[config.mk]
export PLATFORM = sky130hd
export DESIGN_NAME = mux4_rr_arbiter
export DESIGN_NICKNAME = d
export VERILOG_FILES = /design/src/rtl/mux4_rr_arbiter.sv
export SDC_FILE = /design/constraint.sdc
export NUM_CORES = 1
export LEC_CHECK = 0
export CAP_MARGIN = 25
export CORE_UTILIZATION = 40
export CTS_CLUSTER_DIAMETER = 60
export DETAILED_ROUTE_END_ITERATION = 10
export PLACE_DENSITY = 0.87
export SYNTH_ARGS = -nofsm -noshare
export SYNTH_HDL_FRONTEND = slang
export SYNTH_SLANG_ARGS = --single-unit
[constraint.sdc]
create_clock -name clk -period 2.6 [get_ports clk]
set_input_delay 0.26 -clock clk [delete_from_list [all_inputs] [get_ports clk]]
set_output_delay 0.26 -clock clk [all_outputs]
set_load 0.02 [all_outputs]
[src/rtl/mux4_rr_arbiter.sv]
// mux4_rr_arbiter
//   Four requesters share one W-bit 4:1 mux path. A round-robin arbiter with
//   a bounded tenure (HOLD_MAX cycles while others wait) decides which lane
//   drives Y.
//
// Ports
//   clk   : clock, all state changes on the rising edge
//   rst   : synchronous active-high reset
//   req   : [3:0] request bits, req[i] = requester i wants the path
//   D     : [4*W-1:0] requester lanes, lane i = D[i*W +: W]
//   gnt   : [3:0] registered one-hot grant, zero when there is no owner
//   sel   : [1:0] registered index of the current or most recent owner
//   busy  : registered, high exactly when gnt is non-zero
//   Y     : [W-1:0] combinational mux output, lane sel when busy, else zero
module mux4_rr_arbiter #(
  parameter int W        = 8,
  parameter int HOLD_MAX = 4   // legal range 1..15, fits the 4-bit hold counter
) (
  input  logic           clk,
  input  logic           rst,
  input  logic [3:0]     req,
  input  logic [4*W-1:0] D,
  output logic [3:0]     gnt,
  output logic [1:0]     sel,
  output logic           busy,
  output logic [W-1:0]   Y
);

  typedef enum logic {IDLE, OWN} state_t;

  localparam logic [3:0] HOLD_LIM = 4'(HOLD_MAX);

  state_t     state, state_nxt;
  logic [3:0] gnt_nxt;
  logic [1:0] sel_nxt;
  logic       busy_nxt;
  logic [3:0] hold_cnt, hold_nxt;
  logic [2:0] pick;     // {found, index} from the round-robin search
  logic       others;   // some requester other than sel is asking

  // Round-robin search starting after ptr: ptr+1, ptr+2, ptr+3, ptr.
  // Scanning from the far end lets the nearest hit overwrite earlier ones,
  // so the current pointer itself is the lowest-priority candidate.
  function automatic logic [2:0] rr_pick(input logic [3:0] r, input logic [1:0] ptr);
    logic [1:0] idx;
    rr_pick = 3'b000;
    for (int k = 4; k >= 1; k--) begin
      idx = ptr + 2'(k);
      if (r[idx]) rr_pick = {1'b1, idx};
    end
  endfunction

  always_comb begin
    state_nxt = state;
    gnt_nxt   = gnt;
    sel_nxt   = sel;
    busy_nxt  = busy;
    hold_nxt  = hold_cnt;
    pick      = rr_pick(req, sel);
    others    = |(req & ~(4'b0001 << sel));

    unique case (state)
      IDLE: begin
        if (pick[2]) begin
          state_nxt = OWN;
          sel_nxt   = pick[1:0];
          gnt_nxt   = 4'b0001 << pick[1:0];
          busy_nxt  = 1'b1;
          hold_nxt  = 4'd1;
        end
      end
      OWN: begin
        if (!req[sel]) begin
          // Release: hand straight over when someone else waits, no bubble.
          if (pick[2]) begin
            sel_nxt  = pick[1:0];
            gnt_nxt  = 4'b0001 << pick[1:0];
            hold_nxt = 4'd1;
          end else begin
            state_nxt = IDLE;
            gnt_nxt   = 4'b0000;
            busy_nxt  = 1'b0;
            hold_nxt  = 4'd0;
          end
        end else if (hold_cnt < HOLD_LIM) begin
          hold_nxt = hold_cnt + 4'd1;
        end else if (others) begin
          // Tenure expired with a waiter: the owner sits last in the search,
          // so the pick is guaranteed to be a different requester.
          sel_nxt  = pick[1:0];
          gnt_nxt  = 4'b0001 << pick[1:0];
          hold_nxt = 4'd1;
        end
      end
      default: begin
        state_nxt = IDLE;
        gnt_nxt   = 4'b0000;
        busy_nxt  = 1'b0;
        hold_nxt  = 4'd0;
      end
    endcase
  end

  // State register; sel resets to 3 so the first search begins at index 0.
  always_ff @(posedge clk) begin
    if (rst) begin
      state    <= IDLE;
      gnt      <= 4'b0000;
      sel      <= 2'd3;
      busy     <= 1'b0;
      hold_cnt <= 4'd0;
    end else begin
      state    <= state_nxt;
      gnt      <= gnt_nxt;
      sel      <= sel_nxt;
      busy     <= busy_nxt;
      hold_cnt <= hold_nxt;
    end
  end

  // Output mux; rst forces zero so Y is quiet while reset is applied.
  always_comb begin
    Y = '0;
    if (busy && !rst) Y = D[sel*W +: W];
  end

endmodule

==> results of run 1 <==
worst paths after layout:
check | start | to | slack, ps | cells after the start
setup reg to reg | sel[0] | gnt[0] | 470 | 8
setup / recovery | sel[0] | Y[5] | 260 | 4
hold reg to reg | gnt[2] | gnt[2] | 470 | 2
hold / removal | gnt[2] | gnt[2] | 470 | 2
stage by stage:
step	std cells	area [um^2]	total power, W	util [%]	setup slack, ps
detailed placement	196	1620	0.000927	65.5	414
finish	199	1640	0.00104	66.4	256
floorplan	115	1050	0.000684	-	523
global route	199	1640	0.00110	66.4	180
CTS	199	1640	0.00104	66.4	239
global placement	196	1620	0.000906	65.5	483
kinds of logic (layout without fill, tap and decap cells):
logic type	after synthesis	count (layout)	share of synthesized area [%]
AO/OA/AOI/OAI	24	24	17.6
adder cells (fa/ha/maj)	5	5	5.93
buffers and inverters	13	67	5.93
flip-flops	12	12	22.8
multiplexers	13	13	22.3
AND/OR/NAND/NOR	48	48	25.5
layout make-up:
cell class | instances | area [um^2]
fill | 205 | 833
tap | 30 | 37.5
inverter | 5 | 18.8
multi-input combinational | 90 | 752
clock buffer | 3 | 22.5
sequential | 12 | 240
timing repair buffer | 59 | 573
state kept, by name (all words and copies together), names as in the netlist:
register,cells
gnt,4
hold_cnt,4
sel,2
busy,1
state,1
layer usage:
layer | vias to the layer above | wire length, um | GRT usage (%)
li1 | 541 | - | -
met1 | 571 | 1410 | 29.5
met2 | 23 | 1700 | 37.5
met3 | 0 | 105 | 3.45
met4 | 0 | 0 | 2.63
met5 | - | 0 | 0
cell usage in the layout (no fill, tap or decap), drive strengths merged, types with 2 or more instances in the layout:
cell	netlist	final
a21oi	5	5
a221oi	2	2
a32oi	3	3
buf	6	7
clkbuf	2	3
clkdlybuf4s50	0	52
dfxtp	12	12
ha	5	5
inv	5	5
mux2i	4	4
mux4	8	8
nand2	7	7
nand2b	8	8
nand3b	4	4
nor2	13	13
nor2b	8	8
o21ai	3	3
o31ai	2	2
power by group through the flow:
stage | logic, W | registers [W] | clock network [W]
2_1_floorplan | 0.000400 | 0.000284 | 0
3_3_place_gp | 0.000662 | 0.000244 | 0
3_5_place_dp | 0.000682 | 0.000245 | 0
4_1_cts | 0.000687 | 0.000242 | 0.000110
5_1_grt | 0.000734 | 0.000245 | 0.000117
6_report | 0.000689 | 0.000242 | 0.000107
critical path, cell delays in order, from the launching register on:
cell and delay, ps:
dfxtp_1 340, buf_4 250, mux4_2 540, nor2b_1 140
clkdlybuf4s50_1 550
==> impl_metrics.tcl, run 1 <==
set metrics [dict create \
    status "complete, no violations" \
    synth_warnings 0 \
    htree_num_levels 1 \
    yosysMostFrequentCell "nor2_1" \
    diodes 0 \
    crit_fanout 16 \
    cts_setup_buffers 0 \
    synth_top_cells_by_area "dfxtp_1 23%, mux4_2 17%, ha_1 5.9%" \
    yosysTopAreaCellShare_pct 22.8 \
    end_kind "output pin" \
    hold_slack_ps 470 \
    slew_viol_final 0 \
    synth_cell_types 38 \
    worstSkewPairLatency_ps 270 \
    grt_start_max_net_pins 17 \
    area_growth_syn_to_layout_pct 55.9 \
    cts_tree "done" \
    core_area_um2 2480 \
    synth-edff-count 0 \
    maxCapViolCount 0 \
    power_per_cell_area_nw_per_um2 632 \
    grt_pass1_vias 1003 \
    io_buffers 52 \
    synth_fp_nets 158 \
    crit_type "reg -> out" \
    grt_usage_pct 22.0 \
    fin_skew_ps 11.2 \
    hpwlAfterDp_um 2590 \
    ys_ff_latch 12 \
    netSwitchingFraction_pct 38.6 \
    worst_pin_slew_ps 578 \
    seq_area_frac_synth_pct 22.8 \
    hold_path.class "reg -> reg" \
    gp_congestion 0.811 \
    syn-cell-area_um2 1050 \
    num_vias 1135 \
    cts_resized 0 \
    p_switching_w 0.000401 \
    rsz0062_at_grt "false" \
    fp-row-count 18 \
    ant_nets 0 \
    setup_tns_ps 0 \
    grt_pass1_wl_um 4550 \
    synthCells 115 \
    relSlewSlack_pct 61.1 \
    vias_per_cell 5.70 \
    worst_ep_arrival_time_ps 2080 \
    p_leak_nw 0.651 \
    dieArea_um2 2850 \
    drtIter0Drc 32 \
    antenna_found_initial 0 \
    cts.clk_slew.worst_paths_ps 70 \
    fin_nets 214 \
    final-hold-violation-count 0 \
    numCtsBuffers 3 \
    routedWlPerCell_um 16.1 \
    cts.sinks 12 \
    die_y_um 53.4 \
    firstDrtPassIters 6 \
    pin_count 53 \
    clkPwrFrac_pct 10.3 \
    hold_buffers 0 \
    ys.flop_type "dfxtp_1" \
    p_comb_share_pct 66.3 \
    async_reset_ff_share_pct 0 \
    setup_viol 0 \
    cts_buffer_depth 2 \
    cp-start-kind "register" \
    fmax_mhz 427 \
    ir_drop_uv 571 \
    worstPathRequired_ps 2340 \
    cts_root_buf "clkbuf_4" \
    synth_common_cells "13 x nor2_1, 12 x dfxtp_1, 8 x mux4_2, 8 x nand2b_1, 8 x nor2b_1" \
    route.detailed.drc 0 \
    period_needed_ps 2340 \
    min_period_over_period_pct 90.2 \
    avgSynthCellArea_um2 9.17 \
    p_seq_share_pct 23.3 \
    grt_remaining_overflow 0 \
    internal-power_w 0.000638 \
    die_w_um 53.4 \
    layout-drive-gt1-share_pct 13.6 \
    yosys.area.top_type "dfxtp_1" \
    start_util_pct 42.6 \
    routed_wl_um 3210 \
]
No activity file was read; power rests on OpenSTA's default activity.
==> inputs of run 2 (changes only) <==
--- a/config.mk
+++ b/config.mk
@@ -9,6 +9,7 @@
 export CORE_UTILIZATION = 40
 export CTS_CLUSTER_DIAMETER = 60
 export DETAILED_ROUTE_END_ITERATION = 10
+export GPL_ROUTABILITY_DRIVEN = 0
 export PLACE_DENSITY = 0.87
 export SYNTH_ARGS = -nofsm -noshare
 export SYNTH_HDL_FRONTEND = slang
==> results of run 2 <==
Final layout, timing and power as in run 1 (identical DEF).
==> RTL edit, RTL diff (config.mk and constraints of run 2) <==
Change the parameter `W` from 8 to 9.
--- a/src/rtl/mux4_rr_arbiter.sv
+++ b/src/rtl/mux4_rr_arbiter.sv
@@ -13,7 +13,7 @@
 //   busy  : registered, high exactly when gnt is non-zero
 //   Y     : [W-1:0] combinational mux output, lane sel when busy, else zero
 module mux4_rr_arbiter #(
-  parameter int W        = 8,
+  parameter int W        = 9,
   parameter int HOLD_MAX = 4   // legal range 1..15, fits the 4-bit hold counter
 ) (
   input  logic           clk,
Interface: changed (resized D and Y); port bits go from 53 to 58. The function was not compared with the original's and may differ.
==> RTL edit against run 2 <==
Critical path depth unchanged. Global-route usage increased by 4.7 points. Design area increased by 1.7%. Sequential cell count unchanged. Fmax decreased by 4.9%. Register-to-register slack got worse by 60 ps. Routed wire length increased by 5.8%. Worst setup slack got worse by 120 ps. Total power decreased by 1.7%. Synthesized area increased by 2.0%. First-iteration DRC count decreased by 41%. Clock power increased by 5%. Hold slack improved by 6.7 ps. Largest cell class unchanged.
==> RTL edit: results (changes against run 2) <==
The mean post-synth cell area is 9.69 um^2 (+5.7%). The critical path arrival came out at 2210 ps (+130 ps). The slowest stage of the critical path belongs to the cell dfxtp_1. The post-detailed-route wirelength per cell is 17.4 um (+8.0%). Following the worst setup path forward leads to its endpoint at Y[1]. The pre-CTS setup slack was 417 ps (+2.55 ps). The distinct cell type count of the synthesized netlist is 39 (+2.6%). The fraction of final layout cells with drive strength greater than 1 was 16.4% (+2.8 points). The endpoint identified for the worst register-to-register timing path is sel[0]$_SDFFE_PP1P_. The first-pass GRT wire length is 5.47 mm (+20%). The total wirelength of the detailed-routed design is 3.40 mm (+5.8%). The flow ran to the end, and the final reports show no timing, DRC or antenna violations. The total cell area at the placement stage came out at 0.00165 mm^2 (+1.7%).

The actual transition at the worst max-transition pin came out at 628 ps (+50.1 ps). The delay of the slowest critical-path stage is 590 ps (+40 ps). The detailed placer's ending HPWL is 2.75 mm (+6.4%). The count of routing violations after the opening detailed-route iteration came out at 19 (-41%).

The number of cell instances on the worst register-to-register path came to 7 (-1). The final core area utilization came to 66.9% (+0.50 points). The source of the worst hold timing path is hold_cnt[0]$_SDFFE_PP0P_. The end of the worst hold path is hold_cnt[0]$_SDFFE_PP0P_. The register-to-register path setup slack is 410 ps (-60 ps). The number of global-route vias before repair came out at 1187 (+18%). The cell total after placement is 192 (-2.0%).

The die outline area is 0.00290 mm^2 (+1.9%).
-- RTL edit: cell types whose count changed in the layout (fill, tap and decap cells not counted), sizes merged, moves of 3 or more --
cell / delta
clkdlybuf4s50: +5
nand3b: -3
buf: -3
nand2b: -7
and3: +10
-- RTL edit: cell type report --
cell class              instances  share of cell area, %
multi-input cells              85                   45.2
clock buffers                   3                   1.35
well taps                      30                   2.25
repair buffers                 61                   35.9
inverters                       4                  0.898
flip-flops and latches         12                   14.4
-- RTL edit: metal layers --
metal | routed length, um | up-vias
met5 | 0 | -
met4 | 70 | 0
li1 | - | 533
met1 | 1300 | 533
met2 | 1920 | 32
met3 | 109 | 6
-- RTL edit: power breakdown --
part	internal (mW)	total [mW]	switching [mW]
logic	0.349	0.652	0.302
registers	0.218	0.257	0.0395
clock network	0.0537	0.112	0.0585
total	0.621	1.02	0.400
